`src/rtl/bn_pkg.sv`:
```
// bn_pkg: shared constants, widths and FSM encoding for the secp256k1 big-number reduction slice.
package bn_pkg;

  localparam int WORD_W  = 32;
  localparam int N_WORDS = 8;
  localparam int FIELD_W = WORD_W * N_WORDS;
  localparam int PROD_W  = 2 * FIELD_W;
  localparam int CARRY_W = 12;
  localparam int ACC_W   = 46;
  localparam int T8_W    = 34;
  localparam int PC_W    = 10;

  localparam int P_C_DEFAULT = 977;

  localparam logic [3:0] FOLD1_LAST = 4'(N_WORDS);
  localparam logic [3:0] WORD_LAST  = 4'(N_WORDS - 1);

  localparam logic [FIELD_W-1:0] SECP256K1_P =
    256'hFFFFFFFF_FFFFFFFF_FFFFFFFF_FFFFFFFF_FFFFFFFF_FFFFFFFF_FFFFFFFE_FFFFFC2F;

  typedef enum logic [2:0] {
    ST_IDLE  = 3'd0,
    ST_FOLD1 = 3'd1,
    ST_FOLD2 = 3'd2,
    ST_SUB   = 3'd3,
    ST_SEL   = 3'd4,
    ST_DONE  = 3'd5
  } bn_state_e;

endpackage

```
`src/rtl/bn_word_mac.sv`:
```
// bn_word_mac: one word step a + b*P_C + c + carry_in, split into a 32-bit word and a 12-bit carry.
module bn_word_mac
  import bn_pkg::*;
#(
  parameter int P_C = P_C_DEFAULT
) (
  input  logic [WORD_W-1:0]  a,
  input  logic [T8_W-1:0]    b,
  input  logic [T8_W-1:0]    c,
  input  logic [CARRY_W-1:0] carry_in,
  output logic [WORD_W-1:0]  word_out,
  output logic [CARRY_W-1:0] carry_out
);

  localparam logic [PC_W-1:0] PC = PC_W'(P_C);

  logic [ACC_W-1:0] acc;
  logic             unused_acc_hi;

  assign acc = ACC_W'(a) + ACC_W'(b) * ACC_W'(PC) + ACC_W'(c) + ACC_W'(carry_in);

  assign word_out  = acc[WORD_W-1:0];
  assign carry_out = acc[WORD_W +: CARRY_W];
  // The top two bits stay zero for every legal operand range.
  assign unused_acc_hi = ^acc[ACC_W-1:WORD_W+CARRY_W];

endmodule

```
`src/rtl/bn_reduce.sv`:
```
// bn_reduce: serial reduction of a 512-bit product modulo p = 2^256 - 2^32 - P_C, one word per cycle.
// Define BN_REDUCE_CANONICAL_EN to force the result into [0, p); otherwise it is only < 2^256.
module bn_reduce
  import bn_pkg::*;
#(
  parameter int P_C = P_C_DEFAULT
) (
  input  logic               clk,
  input  logic               reset,
  input  logic [PROD_W-1:0]  rx_a,
  output logic               tx_done,
  output logic [FIELD_W-1:0] tx_r
);

  localparam logic [FIELD_W-1:0] P_MOD =
    SECP256K1_P + FIELD_W'(P_C_DEFAULT) - FIELD_W'(P_C);

  bn_state_e          state_reg, state_next;
  logic [3:0]         word_reg, word_next;
  logic [2:0]         k, k_prev;

  logic [WORD_W-1:0]  l_words [N_WORDS];
  logic [WORD_W-1:0]  h_words [N_WORDS];
  logic [WORD_W-1:0]  p_words [N_WORDS];
  logic [WORD_W-1:0]  u_reg   [N_WORDS];
  logic [WORD_W-1:0]  d_reg   [N_WORDS];
  logic [FIELD_W-1:0] u_flat, d_flat;

  logic [T8_W-1:0]    t8_reg;
  logic [CARRY_W-1:0] carry_reg;
  logic               u256_reg, borrow_reg, select;

  logic [WORD_W-1:0]  mac_a, mac_word;
  logic [T8_W-1:0]    mac_b, mac_c;
  logic [CARRY_W-1:0] mac_cin, mac_carry;
  logic [WORD_W:0]    diff;

  for (genvar gi = 0; gi < N_WORDS; gi++) begin : g_words
    assign l_words[gi] = rx_a[WORD_W*gi +: WORD_W];
    assign h_words[gi] = rx_a[FIELD_W + WORD_W*gi +: WORD_W];
    assign p_words[gi] = P_MOD[WORD_W*gi +: WORD_W];
    assign u_flat[WORD_W*gi +: WORD_W] = u_reg[gi];
    assign d_flat[WORD_W*gi +: WORD_W] = d_reg[gi];
  end

  assign k      = word_reg[2:0];
  assign k_prev = k - 3'd1;

`ifdef BN_REDUCE_CANONICAL_EN
  assign select = u256_reg | ~borrow_reg;
`else
  assign select = u256_reg;
`endif

  always_ff @(posedge clk or posedge reset) begin
    if (reset) begin
      state_reg <= ST_IDLE;
      word_reg  <= 4'd0;
    end else begin
      state_reg <= state_next;
      word_reg  <= word_next;
    end
  end

  // IDLE is the held-in-reset state; its single edge already folds word 0.
  always_comb begin
    state_next = state_reg;
    word_next  = word_reg;
    case (state_reg)
      ST_IDLE: begin
        state_next = ST_FOLD1;
        word_next  = 4'd1;
      end
      ST_FOLD1: begin
        if (word_reg == FOLD1_LAST) begin
          state_next = ST_FOLD2;
          word_next  = 4'd0;
        end else begin
          word_next = word_reg + 4'd1;
        end
      end
      ST_FOLD2: begin
        if (word_reg == WORD_LAST) begin
          state_next = ST_SUB;
          word_next  = 4'd0;
        end else begin
          word_next = word_reg + 4'd1;
        end
      end
      ST_SUB: begin
        if (word_reg == WORD_LAST) begin
          state_next = ST_SEL;
          word_next  = 4'd0;
        end else begin
          word_next = word_reg + 4'd1;
        end
      end
      ST_SEL:  state_next = ST_DONE;
      ST_DONE: state_next = ST_DONE;
      default: state_next = ST_IDLE;
    endcase
  end

  always_comb begin
    mac_a   = '0;
    mac_b   = '0;
    mac_c   = '0;
    mac_cin = carry_reg;
    case (state_reg)
      ST_IDLE, ST_FOLD1: begin
        // Word 8 only collects the shifted-in H7 plus the running carry.
        if (word_reg != FOLD1_LAST) begin
          mac_a = l_words[k];
          mac_b = T8_W'(h_words[k]);
        end
        if (word_reg != 4'd0) mac_c = T8_W'(h_words[k_prev]);
      end
      ST_FOLD2: begin
        mac_a = u_reg[k];
        if (word_reg == 4'd0) mac_b = t8_reg;
        if (word_reg == 4'd1) mac_c = t8_reg;
      end
      default: mac_cin = '0;
    endcase
  end

  bn_word_mac #(.P_C(P_C)) u_mac (
    .a         (mac_a),
    .b         (mac_b),
    .c         (mac_c),
    .carry_in  (mac_cin),
    .word_out  (mac_word),
    .carry_out (mac_carry)
  );

  assign diff = {1'b0, u_reg[k]} - {1'b0, p_words[k]} - {{WORD_W{1'b0}}, borrow_reg};

  always_ff @(posedge clk or posedge reset) begin
    if (reset) begin
      for (int i = 0; i < N_WORDS; i++) begin
        u_reg[i] <= '0;
        d_reg[i] <= '0;
      end
      t8_reg     <= '0;
      carry_reg  <= '0;
      u256_reg   <= 1'b0;
      borrow_reg <= 1'b0;
      tx_done    <= 1'b0;
      tx_r       <= '0;
    end else begin
      case (state_reg)
        ST_IDLE, ST_FOLD1: begin
          if (word_reg == FOLD1_LAST) begin
            t8_reg    <= {mac_carry[1:0], mac_word};
            carry_reg <= '0;
          end else begin
            u_reg[k]  <= mac_word;
            carry_reg <= mac_carry;
          end
        end
        ST_FOLD2: begin
          u_reg[k]  <= mac_word;
          carry_reg <= mac_carry;
          if (word_reg == WORD_LAST) u256_reg <= mac_carry[0];
        end
        ST_SUB: begin
          d_reg[k]   <= diff[WORD_W-1:0];
          borrow_reg <= diff[WORD_W];
        end
        ST_SEL: begin
          tx_r    <= select ? d_flat : u_flat;
          tx_done <= 1'b1;
        end
        default: ;
      endcase
    end
  end

endmodule

```
`config.mk`:
```
export PLATFORM = sky130hd
export DESIGN_NAME = bn_reduce
export DESIGN_NICKNAME = d
export VERILOG_FILES = /design/src/rtl/bn_pkg.sv /design/src/rtl/bn_word_mac.sv /design/src/rtl/bn_reduce.sv
export SDC_FILE = /design/constraint.sdc
export NUM_CORES = 2
export LEC_CHECK = 0
export CORE_ASPECT_RATIO = 1.2
export CORE_UTILIZATION = 50
export DETAILED_ROUTE_END_ITERATION = 8
export GPL_TIMING_DRIVEN = 0
export HOLD_SLACK_MARGIN = 0.1
export PLACE_DENSITY = 0.78
export SLEW_MARGIN = 20
export SYNTH_ARGS = -nofsm -noshare
export SYNTH_HDL_FRONTEND = slang
export SYNTH_SLANG_ARGS = --single-unit
```
`constraint.sdc`:
```
create_clock -name clk -period 47.1 [get_ports clk]
set_input_delay 7.065 -clock clk [delete_from_list [all_inputs] [get_ports clk]]
set_output_delay 7.065 -clock clk [all_outputs]
set_load 0.01 [all_outputs]
```
==> run metrics <==
DRC 9; Crit. End Element register; cts bufs inserted 78; Critical R2R Capture u_flat[182]$_DFFE_PP0P_; R2R Setup Slk 35.50 ns; Pre-antenna DRT Iters 9; Max transition margin a little under 7%; RSZ-0062 raised after global routing false; synth unique cells 71; post-synth top area share 41.5%; hold path cells 1; first-pass GRT wire length about 380000 um; Final Setup Violations 0; CTS Hold Buffers Added 0; reg2reg start word_reg[0]$_DFFE_PP0P_; YS warnings 0; largest buffer count on any clock path 3; Worst Hold Path EP tx_done$_DFFE_PP0P_; antenna violations before repair between 50 and 60; vias in the first global route 48900; cell-internal power ~2.0 mW; r2r worst-path depth 29; Die Y 347 um; sequential share of the synthesized area 41.5%; Fmax 0.0672 GHz; final setup TNS 0 ns; CP Cell Sequence clkdlybuf4s50_1 -> a22o_1 -> a221oi_1 -> a31oi_1 -> a21o_1 -> inv_1 -> fa_1 -> inv_1 -> fa_1 -> fa_1 -> fa_1 -> inv_1 -> fa_1 -> inv_1 -> ha_1 -> nand3_1 -> nor2_1 -> o21a_1 -> a211oi_1 -> o21ai_0 -> a31oi_1 -> o211ai_1 -> xnor2_1 -> o21ai_0; Comb pwr share 40.5%; post_cts resized 0; Syn Inst Count 4996; root buffer selected by CTS clkbuf_16; Worst Tran Pin Value ~1.4 ns; status finished, violations left; Synth Register Bits 824; Worst Path Arrival 15.35 ns; Tightest Hold Check Type register to register; Avg WL per Cell 38.6 um; core area 98500 um^2; Synth area leader dfrtp_1; vias per cell slightly below 7; clk sink count 824; max-slew violations 0; CTS tree yes; Setup Skew between 0.03 and 0.04 ns; PortBufs 770; Die Area 101000 um^2; Setup CP Type input pin to register; largest net degree at the start of global routing 107; layout cell share with drive strength beyond 1 7.85%; slowest stage delay, CP between 0.8 and 0.9 ns; Mapped Nets 5916; CP Max Fanout 9; num rows 126; GRT Resource Usage Total 55.3%; Final min period 14.88 ns; Post-synth EDFFs 0; synth cell count leaders dfrtp_1 (824), nand2_1 (531), o21ai_0 (479); post-route cell area 62500 um^2; Max IR drop VDD 32.7 uV; final wirelength 280000 um; total gr overflow 0; Reg clk slew, reported paths 0.06 ns; crit path max-delay cell type xnor2_1; via count 49700; Final Hold Fails 0; filler cell count around 8300; clock network power share 19.6%; sw power 1.38 mW; Max Cap Viol 0; Seq pwr share approximately two fifths; Pwr per Cell Area 53.6 nW/um^2; Die Wd around 290 um; Synth Flop Type dfrtp_1; CP dominant cell by count fa_1; switching share of power approximately 41%; Post-synth ARST share 100%; Worst-Skew Late Latency 0.67 ns; H-Tree Level Count 3; placed inst area 59700 um^2; antenna-violating nets left 0; WP data required 47.57 ns; most common cell in the synthesized netlist dfrtp_1; IO Pins 771; failing checks DRC; Tcrit/Tclk final 31.6%; DR iter-0 viols between 6000 and 7000; P_leak 27.1 nW; Area contributors post-synth dfrtp_1 (41%), fa_1 (8.0%), mux2i_1 (6.1%); Syn Area/Cell 9.95 um^2; CP startpoint kind input pin; Hold Crit Start tx_done$_DFFE_PP0P_; starting density of the core roughly half; post-DP HPWL 215000 um; GPL Wtd Cong between 1 and 1.5; Mapped Area approximately 50000 um^2; setup bufs post-CTS 0; area delta synth->final 25.6%; # nets final 6790
[per-stage QoR]
stage / worst slack, ns / cells / utilization, % / hold WS, ns / power (mW)
2_1_floorplan: 16.89 / 4996 / - / 0.442 / 1.91
3_3_place_gp: 7.89 / 7046 / 59.9 / 0.456 / 2.59
3_5_place_dp: 31.94 / 7068 / 60.6 / 0.463 / 2.63
4_1_cts: 32.58 / 7205 / 63.2 / 0.477 / 3.27
5_1_grt: 32.14 / 7217 / 63.3 / 0.496 / 3.46
6_report: 32.22 / 7255 / 63.4 / 0.476 / 3.35
[final cells by class]
cell class | instances | area, um^2 | area share (%)
flip-flops and latches | 824 | 20600 | 33.0
repair buffers | 794 | 8230 | 13.2
diodes | 48 | 120 | 0.192
inverters | 351 | 1330 | 2.12
plain buffers | 338 | 1390 | 2.22
well taps | 1280 | 1600 | 2.56
clock inverters | 23 | 292 | 0.467
clock buffers | 114 | 2260 | 3.62
multi-input cells | 3483 | 26600 | 42.6
[worst max-delay path, delay by kind of cell]
kind / cells / cell delay (ns)
buffers and inverters: 5 / 0.91
AO/OA/AOI/OAI: 10 / 3.37
AND/OR/NAND/NOR: 2 / 0.32
adder cells (fa/ha/maj): 6 / 2.79
XOR/XNOR: 1 / 0.88
[power groups by stage]
| stage | logic, mW | clock network, mW | registers [mW] |
|---|---|---|---|
| 2_1_floorplan | 0.624 | 0 | 1.29 |
| 3_3_place_gp | 1.27 | 0 | 1.32 |
| 3_5_place_dp | 1.30 | 0 | 1.32 |
| 4_1_cts | 1.31 | 0.646 | 1.31 |
| 5_1_grt | 1.43 | 0.672 | 1.36 |
| 6_report | 1.36 | 0.656 | 1.33 |
[layout by cell type, fill, tap and decap left out, drive strengths merged, types with 70 or more instances in the layout]
master         count
o21ai            487
a21oi            383
a22oi            264
mux2             131
ha               207
nand2            531
mux2i            304
nor2             343
clkbuf           406
buf               70
fa               199
dfrtp            824
inv              350
clkdlybuf4s50    770
a22o              75
[kinds of logic (layout without fill, tap and decap cells)]
logic type / Yosys count / in the layout / share of synthesized area [%]
compound gates: 1463 / 1463 / 18.1
simple gates: 1050 / 1050 / 8.75
flops: 824 / 824 / 41.5
buf+inv: 689 / 1620 / 5.22
mux: 501 / 501 / 12.1
fa+ha+maj: 406 / 406 / 13.2
xor+xnor: 63 / 63 / 1.14
other cells: 0 / 48 / 0
[worst max path at each step]
stage	endpoint	slack, ns	start	cells after the start
floorplan	borrow_reg$_DFFE_PP0P_	16.89	reset	1
global placement	tx_r[203]$_DFFE_PP0P_	7.89	reset	2
detailed placement	u_flat[182]$_DFFE_PP0P_	31.94	rx_a[448]	24
CTS	u_flat[182]$_DFFE_PP0P_	32.58	rx_a[448]	24
global route	u_flat[214]$_DFFE_PP0P_	32.14	rx_a[481]	22
finish	u_flat[182]$_DFFE_PP0P_	32.22	rx_a[448]	24
[routing by layer]
metal  track usage (%)  routed length [um]  up-vias  part of all wire (%)
met3              24.2               38000     1556                    14
met5              1.96                 384        -                  0.14
met1              58.7               88400    24300                    32
met2              79.4              117000     4453                    42
li1                  -                   -    19500                     -
met4              58.7               36500       27                    13
No activity file was read; power rests on OpenSTA's default activity.
